===== config.mk =====
export PLATFORM = sky130hd
export DESIGN_NAME = serial_subtractor
export DESIGN_NICKNAME = d
export VERILOG_FILES = /design/src/rtl/serial_arith_pkg.sv /design/src/rtl/full_subtractor.sv /design/src/rtl/serial_subtractor.sv
export SDC_FILE = /design/constraint.sdc
export NUM_CORES = 1
export LEC_CHECK = 0
export ABC_AREA = 1
export CAP_MARGIN = 20
export CORE_AREA = 5 5 59 61
export DETAILED_ROUTE_END_ITERATION = 8
export DIE_AREA = 0 0 64 66
export SETUP_SLACK_MARGIN = 0.1
export SLEW_MARGIN = 10
export SYNTH_ARGS = -nofsm -noshare
export SYNTH_HDL_FRONTEND = slang
export SYNTH_SLANG_ARGS = --single-unit
export TNS_END_PERCENT = 1

===== constraint.sdc =====
create_clock -name clk -period 3.53 [get_ports clk]
set_clock_uncertainty 0.05 [all_clocks]
set_input_delay 0.706 -clock clk [delete_from_list [all_inputs] [get_ports clk]]
set_output_delay 0.706 -clock clk [all_outputs]
set_load 0.01 [all_outputs]

===== src/rtl/serial_arith_pkg.sv =====
// Shared definitions for the bit-serial arithmetic family (subtractor now,
// adder/comparator later): FSM state encoding and small helpers.
package serial_arith_pkg;

  // Two-state serial engine: waiting for a request, or shifting bits through the cell.
  typedef enum logic {
    ST_IDLE  = 1'b0,
    ST_SHIFT = 1'b1
  } state_t;

  // Counter width needed to index WIDTH bit positions without wrapping.
  function automatic int cnt_width(input int width);
    return (width < 2) ? 1 : $clog2(width + 1);
  endfunction

endpackage


===== src/rtl/full_subtractor.sv =====
// One-bit full subtractor cell: d = a - b - bin, with borrow-out.
module full_subtractor (
  input  logic a,
  input  logic b,
  input  logic bin,
  output logic d,
  output logic bout
);

  // Difference bit and borrow: borrow when b plus incoming borrow exceeds a.
  always_comb begin
    d    = a ^ b ^ bin;
    bout = (~a & b) | (~a & bin) | (b & bin);
  end

endmodule


===== src/rtl/serial_subtractor.sv =====
// Bit-serial subtractor: diff = a - b - bin (mod 2^WIDTH) with borrow-out,
// one full-subtractor cell reused over WIDTH cycles, LSB first.
// Results are assembled in a shadow register and published only on the
// done edge, so diff/bout never show a partial result.
module serial_subtractor
  import serial_arith_pkg::*;
#(
  parameter int WIDTH = 4
) (
  input  logic             clk,
  input  logic             rst_n,
  input  logic             start,
  input  logic [WIDTH-1:0] a,
  input  logic [WIDTH-1:0] b,
  input  logic             bin,
  output logic             busy,
  output logic             done,
  output logic [WIDTH-1:0] diff,
  output logic             bout
);

  localparam int CW = cnt_width(WIDTH);
  localparam logic [CW-1:0] LAST_BIT = CW'(WIDTH - 1);

  state_t           state;
  logic [WIDTH-1:0] a_sh;
  logic [WIDTH-1:0] b_sh;
  logic [WIDTH-1:0] res_sh;
  logic             br;
  logic [CW-1:0]    cnt;
  logic             d_bit;
  logic             br_next;

  // The single arithmetic cell always looks at the current LSBs and running borrow.
  full_subtractor u_cell (
    .a    (a_sh[0]),
    .b    (b_sh[0]),
    .bin  (br),
    .d    (d_bit),
    .bout (br_next)
  );

  // FSM, operand shifting, result assembly and registered handshake outputs.
  always_ff @(posedge clk or negedge rst_n) begin
    if (!rst_n) begin
      state  <= ST_IDLE;
      busy   <= 1'b0;
      done   <= 1'b0;
      diff   <= '0;
      bout   <= 1'b0;
      a_sh   <= '0;
      b_sh   <= '0;
      res_sh <= '0;
      br     <= 1'b0;
      cnt    <= '0;
    end else begin
      // done is a one-cycle pulse; only the finishing edge raises it.
      done <= 1'b0;
      case (state)
        ST_IDLE: begin
          if (start) begin
            a_sh  <= a;
            b_sh  <= b;
            br    <= bin;
            cnt   <= '0;
            busy  <= 1'b1;
            state <= ST_SHIFT;
          end
        end
        ST_SHIFT: begin
          a_sh   <= a_sh >> 1;
          b_sh   <= b_sh >> 1;
          br     <= br_next;
          res_sh <= {d_bit, res_sh[WIDTH-1:1]};
          if (cnt == LAST_BIT) begin
            // Last bit: publish the completed word and final borrow together.
            diff  <= {d_bit, res_sh[WIDTH-1:1]};
            bout  <= br_next;
            done  <= 1'b1;
            busy  <= 1'b0;
            state <= ST_IDLE;
          end else begin
            cnt <= cnt + CW'(1);
          end
        end
        default: state <= ST_IDLE;
      endcase
    end
  end

endmodule


==> results.sh <==
export IMPL_cp_end_kind="primary output"
export IMPL_fmax_mhz=507
export IMPL_slew_viol_final=0
export IMPL_boundaryPins=19
export IMPL_path_delay_family="buffers and inverters"
export IMPL_dr_total_vias=742
export IMPL_numPortBuffers=18
export IMPL_drtAntennaViolNets=0
export IMPL_ys_ff_latch=23
export IMPL_postCtsSetupRepairBufs=0
export IMPL_antenna_found_initial=0
export IMPL_yosys_area_top_type="dfrtp_1"
export IMPL_max_slew_margin_pct=62.6
export IMPL_syn_area_sq_um=1010
export IMPL_synthTopCellsByArea="dfrtp_1 57%, nand2_1 15%, nand3_1 10%"
export IMPL_grt_pass1_wl_mm=3.17
export IMPL_clk_pin_slew_ps=120
export IMPL_netlist_instances=110
export IMPL_crit_chain="clkdlybuf4s50_1"
export IMPL_clk_latency_ps=300
export IMPL_maxCapViolCount=0
export IMPL_drtIter0Drc=21
export IMPL_dieHeight_um=66
export IMPL_initial_core_util_pct=34.4
export IMPL_wire_per_inst_um=10.8
export IMPL_regToRegEndpoint="cnt[0]"
export IMPL_synth_top_area_share_pct=57.2
export IMPL_synthToLayoutAreaGrowth_pct=23.0
export IMPL_coreArea_sq_um=2930
export IMPL_synth_warnings=0
export IMPL_via_per_inst=4.58
export IMPL_critical_path_class="reg -> out"
export IMPL_arrival_ps=1210
export IMPL_h_tree_depth=1
export IMPL_grt_total_usage_pct=9.34
export IMPL_totalWireLength_mm=1.75
export IMPL_r2r_cells=4
export IMPL_p_comb_share_pct=39.0
export IMPL_crit_path_start_kind="flop"
export IMPL_clkPwrFrac_pct=12.3
export IMPL_hold_ws_ps=438
export IMPL_cpMaxStageDelayCell="clkdlybuf4s50_1"
export IMPL_overflow=0
export IMPL_drtPass1Iterations=4
export IMPL_p_seq_share_pct=48.7
export IMPL_clock_sinks=23
export IMPL_swShare_pct=37.1
export IMPL_hold_depth=2
export IMPL_status="complete, no violations"
export IMPL_cts_buffers=3
export IMPL_cp_required_ps=2770
export IMPL_fin_nets=146
export IMPL_timing_rr_start="state"
export IMPL_path_buf_inv=1
export IMPL_syn_area_per_cell_sq_um=9.15
export IMPL_n_antenna_cell=0
export IMPL_hold_end="b_sh[3]"
export IMPL_finalInstanceArea_sq_um=1240
export IMPL_min_period_ps=1970
export IMPL_clockRootBuffer="clkbuf_4"
export IMPL_rows=20
export IMPL_power_density_nw_per_um2=772
export IMPL_fin_crit_sh_pct=55.8
export IMPL_hold_viol=0
export IMPL_yosysUniqueCellTypes=14
export IMPL_die_area_sq_um=4220
export IMPL_intPower_mw=0.601
export IMPL_die_x_um=64
export IMPL_synth_seq_area_share_pct=57.2
export IMPL_min_path_type="reg -> reg"
export IMPL_max_stage_delay_ps=540
export IMPL_drive_above_1_share_pct=6.20
export IMPL_synth_nets=126
export IMPL_peakVddDrop_v=0.000475
export IMPL_reg2reg_slack_ps=2150
export IMPL_drc=0
export IMPL_dp_hpwl_mm=1.26
export IMPL_switching_power_mw=0.354
export IMPL_cts_tree="yes"
export IMPL_grt_pass1_vias=734
export IMPL_path_max_fanout=2
export IMPL_fin_setup_tns_ps=0
export IMPL_p_leak_nw=0.615
export IMPL_finalSetupViolCount=0
export IMPL_rsz0062_at_grt="false"
export IMPL_ctsHoldBuffers=0
export IMPL_ctsLongestPathBuffers=2
export IMPL_ctsResizeCount=0
export IMPL_hold_start="b_sh[3]"
export IMPL_gp_congestion=0.761
export IMPL_grt_max_degree=24
export IMPL_placed_area_sq_um=1200
export IMPL_worst_slew_pin_slew_ps=561
## cell families (layout without fill, tap and decap cells)
group / count (synthesis) / count (layout) / share of synthesized area, %
DFF: 23 / 23 / 57.2
buffers and inverters: 14 / 33 / 6.84
and+or+nand+nor: 63 / 63 / 27.2
adders and majority gates: 4 / 4 / 5.72
AOI/OAI and AO/OA: 6 / 6 / 2.98
## area by class of cell
| cell class | count | area [sq um] |
|---|---|---|
| Clock buffer | 4 | 26.3 |
| Fill cell | 291 | 1690 |
| Inverter | 10 | 37.5 |
| Multi-Input combinational cell | 73 | 362 |
| Sequential cell | 23 | 576 |
| Tap cell | 33 | 41.3 |
| Timing Repair Buffer | 19 | 195 |
## layout by cell type (no fill, tap or decap)
master           synthesis  routed
nor2_4                   1       1
clkdlybuf4s50_1          0      18
clkbuf_4                 0       3
nand2_2                  2       2
dfrtp_1                 23      23
fa_1                     1       1
inv_2                    1       1
o21ai_0                  5       5
inv_1                    9       9
o21ai_1                  1       1
nand3_1                 20      20
clkbuf_1                 0       1
nand2_1                 40      40
ha_1                     3       3
buf_8                    0       1
## flip-flops by register name (all words and copies together), names as in the netlist
| register | flops |
|---|---|
| a_sh | 4 |
| b_sh | 4 |
| bout | 1 |
| br | 1 |
| busy | 1 |
| cnt | 3 |
| diff | 4 |
| done | 1 |
| res_sh | 3 |
| state | 1 |
## stage by stage
step / setup slack, ps / utilization, % / std cells / power (mW)
after floorplan: 2300 / - / 110 / 0.720
after global placement: 1540 / 40.9 / 157 / 0.836
after detailed placement: 1490 / 40.9 / 157 / 0.850
after CTS: 1530 / 41.8 / 161 / 0.970
after global routing: 1490 / 42.3 / 162 / 1.05
final: 1560 / 42.3 / 162 / 0.955
## layer usage
metal	global-route usage, %	share of wire, %
met1	11.7	48
met2	15.7	45
met3	3.23	5.4
met4	1.56	0.86
met5	0	0
## power groups by stage
| stage | Sequential [mW] | Clock, mW | Combinational, mW |
|---|---|---|---|
| after floorplan | 0.454 | 0 | 0.266 |
| after global placement | 0.468 | 0 | 0.368 |
| after detailed placement | 0.473 | 0 | 0.377 |
| after CTS | 0.467 | 0.124 | 0.379 |
| after global routing | 0.484 | 0.136 | 0.431 |
| final | 0.465 | 0.118 | 0.372 |
## Yosys cell counts (all sizes together)
master   n
buf      4
dfrtp   23
fa       1
ha       3
inv     10
nand2   42
nand3   20
nor2     1
o21ai    6
## how the worst max path moves through the flow
stage | from | endpoint | slack [ps] | cells after the start
2_1_floorplan | cnt[0] | bout | 2300 | 6
3_3_place_gp | rst_n | a_sh[3] | 1540 | 1
3_5_place_dp | rst_n | a_sh[3] | 1490 | 1
4_1_cts | busy | busy | 1530 | 1
5_1_grt | busy | busy | 1490 | 1
6_report | busy | busy | 1560 | 1
Note: power is estimated with default switching activity, not from simulation.
